### config.mk
export PLATFORM = sky130hd
export DESIGN_NAME = conv_window_mac_flat
export DESIGN_NICKNAME = d
export VERILOG_FILES = /design/src/rtl/conv_window_mac_if.sv /design/src/rtl/conv_window_mac.sv /design/src/flat_wrapper.sv
export SDC_FILE = /design/constraint.sdc
export NUM_CORES = 2
export LEC_CHECK = 0
export CAP_MARGIN = 15
export CORE_MARGIN = 1.5
export CORE_UTILIZATION = 52
export CTS_CLUSTER_DIAMETER = 100
export CTS_CLUSTER_SIZE = 25
export DETAILED_ROUTE_END_ITERATION = 12
export PLACE_DENSITY_LB_ADDON = 0.15
export SETUP_SLACK_MARGIN = 0.02
export SLEW_MARGIN = 40
export SYNTH_ARGS = -nofsm -noshare
export SYNTH_HDL_FRONTEND = slang
export SYNTH_SLANG_ARGS = --single-unit
### constraint.sdc
create_clock -name CLK -period 10.7 [get_ports CLK]
set_input_delay 1.605 -clock CLK [delete_from_list [all_inputs] [get_ports CLK]]
set_output_delay 1.605 -clock CLK [all_outputs]
set_load 0.01 [all_outputs]
### src/rtl/conv_window_mac_if.sv
// Activation-row input stream and result output stream of the window MAC engine.
// The slave modport is the engine's view; the master modport is the producer/consumer side.
interface conv_window_mac_if #(
    parameter int WS_WIDTH  = 40,
    parameter int ACC_WIDTH = 32
);
    logic                 ACT_VALID;
    logic                 ACT_READY;
    logic [WS_WIDTH-1:0]  ACT_DATA;
    logic                 OUT_VALID;
    logic                 OUT_READY;
    logic [ACC_WIDTH-1:0] OUT_DATA;

    modport master (
        output ACT_VALID,
        output ACT_DATA,
        output OUT_READY,
        input  ACT_READY,
        input  OUT_VALID,
        input  OUT_DATA
    );

    modport slave (
        input  ACT_VALID,
        input  ACT_DATA,
        input  OUT_READY,
        output ACT_READY,
        output OUT_VALID,
        output OUT_DATA
    );
endinterface

### src/rtl/conv_window_mac.sv
// Convolution window MAC: per window, accumulates R activation rows dotted with the
// latched weight rows (first S elements) on top of a bias, then emits the sum.
module conv_window_mac #(
    parameter int ACT_WIDTH = 8,
    parameter int WS_WIDTH  = 40,
    parameter int ACC_WIDTH = 32
) (
    input  logic                        CLK,
    input  logic                        RESETN,
    input  logic                        START,
    input  logic [3:0]                  PARAM_R,
    input  logic [3:0]                  PARAM_S,
    input  logic [15:0]                 NUM_WINDOWS,
    input  logic signed [ACC_WIDTH-1:0] BIAS,
    input  logic                        WS_FULL,
    input  logic [WS_WIDTH-1:0]         WS_RD_DATA_0,
    input  logic [WS_WIDTH-1:0]         WS_RD_DATA_1,
    input  logic [WS_WIDTH-1:0]         WS_RD_DATA_2,
    input  logic [WS_WIDTH-1:0]         WS_RD_DATA_3,
    input  logic [WS_WIDTH-1:0]         WS_RD_DATA_4,
    output logic                        BUSY,
    output logic                        DONE,
    output logic                        PARAM_ERR,
    conv_window_mac_if.slave            stream
);

    localparam int PROD_WIDTH = 2 * ACT_WIDTH;

    typedef enum logic [1:0] {
        IDLE    = 2'd0,
        WAIT_WS = 2'd1,
        ACCUM   = 2'd2,
        OUTPUT  = 2'd3
    } state_t;

    state_t               state_reg, state_next;
    logic                 start_prev_reg;
    logic [3:0]           r_reg, r_next;
    logic [3:0]           s_reg, s_next;
    logic [15:0]          nwin_reg, nwin_next;
    logic [ACC_WIDTH-1:0] bias_reg, bias_next;
    logic [ACC_WIDTH-1:0] acc_reg, acc_next;
    logic [2:0]           row_reg, row_next;
    logic [15:0]          win_reg, win_next;
    logic [ACC_WIDTH-1:0] out_data_reg, out_data_next;
    logic                 done_reg, done_next;
    logic                 param_err_reg, param_err_next;

    logic                 start_rise;
    logic                 params_bad;
    logic                 last_row;
    logic [WS_WIDTH-1:0]  w_row;
    logic [ACC_WIDTH-1:0] term [5];
    logic [ACC_WIDTH-1:0] row_sum;
    logic [ACC_WIDTH-1:0] acc_sum;

    assign start_rise = START & ~start_prev_reg;
    assign params_bad = (PARAM_R == 4'd0) || (PARAM_R > 4'd5) ||
                        (PARAM_S == 4'd0) || (PARAM_S > 4'd5) ||
                        (NUM_WINDOWS == 16'd0);
    assign last_row   = ({1'b0, row_reg} == (r_reg - 4'd1));

    always_comb begin
        w_row = '0;
        case (row_reg)
            3'd0:    w_row = WS_RD_DATA_0;
            3'd1:    w_row = WS_RD_DATA_1;
            3'd2:    w_row = WS_RD_DATA_2;
            3'd3:    w_row = WS_RD_DATA_3;
            3'd4:    w_row = WS_RD_DATA_4;
            default: w_row = '0;
        endcase
    end

    // One signed product per column; columns at or beyond S are forced to zero.
    generate
        for (genvar gi = 0; gi < 5; gi++) begin : g_col
            localparam logic [3:0] IDX = 4'(gi);
            logic signed [ACT_WIDTH-1:0]  act_e;
            logic signed [ACT_WIDTH-1:0]  w_e;
            logic signed [PROD_WIDTH-1:0] prod;

            assign act_e = stream.ACT_DATA[ACT_WIDTH*gi +: ACT_WIDTH];
            assign w_e   = w_row[ACT_WIDTH*gi +: ACT_WIDTH];
            assign prod  = act_e * w_e;
            assign term[gi] = (IDX < s_reg)
                ? {{(ACC_WIDTH-PROD_WIDTH){prod[PROD_WIDTH-1]}}, prod}
                : '0;
        end
    endgenerate

    assign row_sum = term[0] + term[1] + term[2] + term[3] + term[4];
    assign acc_sum = acc_reg + row_sum;

    always_ff @(posedge CLK) begin
        if (!RESETN) begin
            state_reg      <= IDLE;
            start_prev_reg <= 1'b0;
            r_reg          <= '0;
            s_reg          <= '0;
            nwin_reg       <= '0;
            bias_reg       <= '0;
            acc_reg        <= '0;
            row_reg        <= '0;
            win_reg        <= '0;
            out_data_reg   <= '0;
            done_reg       <= 1'b0;
            param_err_reg  <= 1'b0;
        end else begin
            state_reg      <= state_next;
            start_prev_reg <= START;
            r_reg          <= r_next;
            s_reg          <= s_next;
            nwin_reg       <= nwin_next;
            bias_reg       <= bias_next;
            acc_reg        <= acc_next;
            row_reg        <= row_next;
            win_reg        <= win_next;
            out_data_reg   <= out_data_next;
            done_reg       <= done_next;
            param_err_reg  <= param_err_next;
        end
    end

    always_comb begin
        state_next     = state_reg;
        r_next         = r_reg;
        s_next         = s_reg;
        nwin_next      = nwin_reg;
        bias_next      = bias_reg;
        acc_next       = acc_reg;
        row_next       = row_reg;
        win_next       = win_reg;
        out_data_next  = out_data_reg;
        done_next      = 1'b0;
        param_err_next = 1'b0;

        case (state_reg)
            IDLE: begin
                if (start_rise) begin
                    if (params_bad) begin
                        param_err_next = 1'b1;
                    end else begin
                        r_next     = PARAM_R;
                        s_next     = PARAM_S;
                        nwin_next  = NUM_WINDOWS;
                        bias_next  = BIAS;
                        state_next = WAIT_WS;
                    end
                end
            end
            WAIT_WS: begin
                if (WS_FULL) begin
                    acc_next   = bias_reg;
                    row_next   = '0;
                    win_next   = '0;
                    state_next = ACCUM;
                end
            end
            ACCUM: begin
                if (stream.ACT_VALID) begin
                    acc_next = acc_sum;
                    if (last_row) begin
                        out_data_next = acc_sum;
                        state_next    = OUTPUT;
                    end else begin
                        row_next = row_reg + 3'd1;
                    end
                end
            end
            OUTPUT: begin
                if (stream.OUT_READY) begin
                    if (win_reg == (nwin_reg - 16'd1)) begin
                        done_next  = 1'b1;
                        state_next = IDLE;
                    end else begin
                        win_next   = win_reg + 16'd1;
                        acc_next   = bias_reg;
                        row_next   = '0;
                        state_next = ACCUM;
                    end
                end
            end
            default: state_next = IDLE;
        endcase
    end

    // Handshake strobes decode the state register only, so no input reaches them combinationally.
    assign stream.ACT_READY = (state_reg == ACCUM);
    assign stream.OUT_VALID = (state_reg == OUTPUT);
    assign stream.OUT_DATA  = out_data_reg;
    assign BUSY             = (state_reg != IDLE);
    assign DONE             = done_reg;
    assign PARAM_ERR        = param_err_reg;

endmodule
### src/flat_wrapper.sv
// flat-port wrapper written by rule: the top's interface ports become plain ports
module conv_window_mac_flat 
#(
    parameter int ACT_WIDTH = 8,
    parameter int WS_WIDTH  = 40,
    parameter int ACC_WIDTH = 32
)
  (CLK, RESETN, START, PARAM_R, PARAM_S, NUM_WINDOWS, BIAS, WS_FULL, WS_RD_DATA_0, WS_RD_DATA_1, WS_RD_DATA_2, WS_RD_DATA_3, WS_RD_DATA_4, BUSY, DONE, PARAM_ERR, stream_ACT_VALID, stream_ACT_DATA, stream_OUT_READY, stream_ACT_READY, stream_OUT_VALID, stream_OUT_DATA);
  conv_window_mac_if #(.WS_WIDTH(WS_WIDTH), .ACC_WIDTH(ACC_WIDTH)) stream_i ();
  input  logic CLK;
  input  logic RESETN;
  input  logic START;
  input  logic [3:0] PARAM_R;
  input  logic [3:0] PARAM_S;
  input  logic [15:0] NUM_WINDOWS;
  input  logic signed [ACC_WIDTH-1:0] BIAS;
  input  logic WS_FULL;
  input  logic [WS_WIDTH-1:0] WS_RD_DATA_0;
  input  logic [WS_WIDTH-1:0] WS_RD_DATA_1;
  input  logic [WS_WIDTH-1:0] WS_RD_DATA_2;
  input  logic [WS_WIDTH-1:0] WS_RD_DATA_3;
  input  logic [WS_WIDTH-1:0] WS_RD_DATA_4;
  output logic BUSY;
  output logic DONE;
  output logic PARAM_ERR;
  input wire logic [$bits(stream_i.ACT_VALID)-1:0] stream_ACT_VALID;
  input wire logic [$bits(stream_i.ACT_DATA)-1:0] stream_ACT_DATA;
  input wire logic [$bits(stream_i.OUT_READY)-1:0] stream_OUT_READY;
  output wire logic [$bits(stream_i.ACT_READY)-1:0] stream_ACT_READY;
  output wire logic [$bits(stream_i.OUT_VALID)-1:0] stream_OUT_VALID;
  output wire logic [$bits(stream_i.OUT_DATA)-1:0] stream_OUT_DATA;
  assign stream_i.ACT_VALID = stream_ACT_VALID;
  assign stream_i.ACT_DATA = stream_ACT_DATA;
  assign stream_i.OUT_READY = stream_OUT_READY;
  assign stream_ACT_READY = stream_i.ACT_READY;
  assign stream_OUT_VALID = stream_i.OUT_VALID;
  assign stream_OUT_DATA = stream_i.OUT_DATA;
  conv_window_mac #(.ACT_WIDTH(ACT_WIDTH), .WS_WIDTH(WS_WIDTH), .ACC_WIDTH(ACC_WIDTH)) u_core (.CLK(CLK), .RESETN(RESETN), .START(START), .PARAM_R(PARAM_R), .PARAM_S(PARAM_S), .NUM_WINDOWS(NUM_WINDOWS), .BIAS(BIAS), .WS_FULL(WS_FULL), .WS_RD_DATA_0(WS_RD_DATA_0), .WS_RD_DATA_1(WS_RD_DATA_1), .WS_RD_DATA_2(WS_RD_DATA_2), .WS_RD_DATA_3(WS_RD_DATA_3), .WS_RD_DATA_4(WS_RD_DATA_4), .BUSY(BUSY), .DONE(DONE), .PARAM_ERR(PARAM_ERR), .stream(stream_i));
endmodule
==> impl_metrics.csv <==
group,metric,value,unit
run_status,outcome,"completed",
setup_path,crit_slowest_cell,"fa_1",
timing,setup_violations,0,
power,p_per_area,146.4,nW/um^2
setup_path,critical_path_class,"primary input to register",
synthesis,syn_avg_cell_area,8.277,sq um
setup_path,critPathLaunchType,"primary input",
timing,tightest_slew,0.9079,ns
synthesis,syn_nets,3768,
routing,detail_route.wl_per_cell,17.68,microns
synthesis,synth_top_area_share,30.89,%
run,drv_cap,0,
timing,fin_crit,10.15,ns
setup_path,timing.rr.start,"u_core.row_reg[2]",
finish,area_growth,20.95,%
synthesis,synth_async_sr_flop_share,0,%
timing,finalSetupTns,0,ns
finish,nets,4115,
worst_hold_path,hold_depth,2,
clocking,cts_inserted_buffers,17,
timing,rsz0062_at_grt,"false",
setup_path,max_stage_delay,0.50,ns
synthesis,synth_area,24110,sq um
synthesis,yosysUniqueCellTypes,72,
worst_hold_path,hold_path_class,"register to register",
synthesis,ys.flop_type,"dfxtp_1",
clocking,cts_hold_buf,0,
timing,finClkSkew,0.008873,ns
power,power_leakage,13.35,nW
global_routing,grtUsageTotal,29.60,%
floorplan,coreArea,45580,sq um
floorplan,rows,78,
clocking,cts_tree,"built",
power,power_frac_comb,72.7,%
finish,drive_gt1_share,4.888,%
place,place_congestion,0.9222,
timing,fmaxAchievable,98.48,MHz
setup_path,reg2regPathDepth,37,
place,numPortBuffers,338,
global_routing,grt-ovfl-total,0,
setup_path,crit_fanout,7,
finish,stdcell_count,3874,
power,p_clk_share,14.4,%
global_routing,antenna_found_initial,0,
synthesis,synthCells,2913,
timing,finalHoldViolCount,0,
finish,num-fill-cells,3946,
floorplan,die_area,47670,sq um
clocking,htreeDepth,4,
power,swShare,46.78,%
floorplan,die_h,218.3,microns
floorplan,die-width,218.3,microns
timing,maxSlewHeadroom,39.11,%
routing,ant_nets,0,
routing,finalWirelength,68.49,mm
timing,drv_slew,0,
power,sequentialPowerShare,13.0,%
clocking,clockBufferDepth,2,
worst_hold_path,min_from,"u_core.bias_reg[3]",
worst_hold_path,min_delay_worst_endpoint,"u_core.bias_reg[3]",
routing,vias,20850,
routing,routed_via_density,5.383,
power,internal-power,0.002272,W
floorplan,start_util,52.90,%
routing,drc,0,
place,place_hpwl,57.72,mm
clocking,root_buffer,"clkbuf_16",
power,p_sw,0.001997,W
synthesis,ys_top_cells_by_area,"fa_1 (31%), dfxtp_1 (12%), ha_1 (9.4%), inv_1 (8.8%), and2_1 (5.8%)",
timing,fin_crit_sh,94.90,%
place,place_inst,3840,
routing,dr.first_iter.drc_count,1150,
synthesis,seq_area_frac_synth,11.96,%
clocking,cts.reportedPaths.clkPinSlew,0.07,ns
power,ir_drop,0.0001386,V
clocking,cts.sinks,144,
synthesis,synth_edf_count,0,
setup_path,r2r-end,"u_core.acc_reg[28]",
routing,drt-pass1-iter-count,6,
global_routing,grt_pass1_vias,21900,
synthesis,yosysTopAreaCell,"fa_1",
clocking,clk_latency,0.44,ns
setup_path,cp-end-kind,"register",
global_routing,grt_start_max_net_pins,106,
setup_path,required,11.06,ns
synthesis,yosys_warnings,0,
setup_path,r2r_slack,0.62,ns
global_routing,grt_pass1_wl,112.4,mm
synthesis,synth_seq_cells,144,
floorplan,io_pins,339,
setup_path,crit_arrival,10.52,ns
==> cells in the final DEF (no fill, tap or decap), types with 7 or more instances in the layout <==
cell	n
inv_1	565
fa_1	372
nand2_1	340
clkdlybuf4s50_1	338
and2_1	223
ha_1	180
a21oi_1	171
nor2_1	166
dfxtp_1	144
xnor2_1	109
buf_4	78
a22oi_1	66
o21ai_0	60
nand3_1	55
xor2_1	46
a21o_1	30
nor3_1	23
a211oi_1	21
o21bai_1	19
clkbuf_16	17
or2_2	15
a222oi_1	14
nand2b_1	14
o21a_1	12
nand4_1	12
and3_1	11
or3_1	10
a31oi_1	10
o211ai_1	9
mux2i_1	8
inv_6	8
o21ai_1	7
o41ai_1	7
or4_1	7
==> cell families after synthesis <==
group                    count (synthesis)  synth area share (%)
flip-flops                             144                 11.96
XOR/XNOR                               157                 5.760
AO/OA/AOI/OAI                          480                 12.91
adder cells (fa/ha/maj)                553                 40.28
buffers and inverters                  660                 10.52
AND/OR/NAND/NOR                        909                 18.15
multiplexers                            10                0.4255
==> power groups by stage <==
| stage | Combinational (W) | Clock [W] | Sequential (W) |
|---|---|---|---|
| finish | 0.00310 | 0.000613 | 0.000553 |
| global route | 0.00349 | 0.000643 | 0.000554 |
| CTS | 0.00311 | 0.000620 | 0.000553 |
| detailed placement | 0.00307 | 0 | 0.000565 |
| global placement | 0.00301 | 0 | 0.000565 |
| floorplan | 0.00219 | 0 | 0.000562 |
==> per-stage QoR <==
step | power, W | utilization, % | area [sq um] | setup WS (ns) | hold WS, ns
final | 0.004269 | 63.99 | 29160 | 0.5459 | 0.4563
after global routing | 0.004691 | 63.98 | 29160 | 0.04006 | 0.4743
after CTS | 0.004280 | 63.92 | 29130 | 0.5430 | 0.4575
after detailed placement | 0.003632 | 62.61 | 28540 | 0.1163 | 0.4478
after global placement | 0.003576 | 62.58 | 28520 | 0.2144 | 0.4461
after floorplan | 0.002757 | - | 24110 | 0.4903 | 0.4304
==> cell usage after synthesis (6+ instances only) <==
| library cell | instances |
|---|---|
| o21a_1 | 12 |
| o41ai_1 | 8 |
| inv_1 | 565 |
| xor2_1 | 47 |
| clkbuf_1 | 77 |
| a311oi_1 | 6 |
| buf_6 | 7 |
| a22oi_1 | 66 |
| nand4_1 | 12 |
| ha_1 | 181 |
| dfxtp_1 | 144 |
| nand3_1 | 55 |
| and3_1 | 11 |
| mux2i_1 | 8 |
| nor4_1 | 6 |
| or3_1 | 10 |
| nand2_1 | 342 |
| and2_1 | 224 |
| nand2b_1 | 14 |
| or2_2 | 15 |
| o31ai_1 | 6 |
| o211ai_1 | 9 |
| a21oi_1 | 173 |
| nor2b_1 | 8 |
| a31oi_1 | 10 |
| o21ai_1 | 6 |
| or4_1 | 7 |
| xnor2_1 | 109 |
| o21ai_0 | 61 |
| fa_1 | 372 |
| a21o_1 | 30 |
| nor3_1 | 23 |
| a222oi_1 | 14 |
| nor2_1 | 166 |
| a211oi_1 | 21 |
| o21bai_1 | 19 |
==> repair_timing <==
item	4_1_cts	5_1_grt
endpoints found under the setup margin	0	8
buffers inserted	0	0
gates resized for setup	0	4
==> cell type report <==
cell class	instances	area (sq um)	area share, %
clock inverters	15	168.9	0.5792
well taps	600	750.7	2.574
inverters	567	2130	7.302
flip-flops and latches	144	2883	9.885
diodes	1	2.502	0.008580
clock buffers	17	425.4	1.459
multi-input cells	2109	18750	64.30
repair buffers	421	4051	13.89
==> how the worst max path moves through the flow <==
stage / cells past startpoint / end / start
after global placement: 34 / u_core.acc_reg[28] / WS_RD_DATA_3[0]
after floorplan: 37 / u_core.acc_reg[30] / WS_RD_DATA_2[39]
after detailed placement: 36 / u_core.stream.OUT_DATA[28] / WS_RD_DATA_3[0]
final: 40 / u_core.stream.OUT_DATA[28] / WS_RD_DATA_4[33]
after global routing: 35 / u_core.acc_reg[29] / WS_RD_DATA_4[17]
after CTS: 36 / u_core.stream.OUT_DATA[28] / WS_RD_DATA_3[0]
==> layer usage <==
layer  part of all wire, %  track usage (%)
met3                   5.7            3.493
met1                    43            38.57
met2                    49            51.87
met4                   2.3            8.000
met5                     0                0
==> worst max-delay path: cells and delay by family <==
kind                     cells  cell delay, ns
buffers and inverters        9            1.07
XOR/XNOR                     1            0.19
AO/OA/AOI/OAI               15            2.88
adder cells (fa/ha/maj)     10            3.84
AND/OR/NAND/NOR              5            0.95
Power figures use the tool's default switching activity.
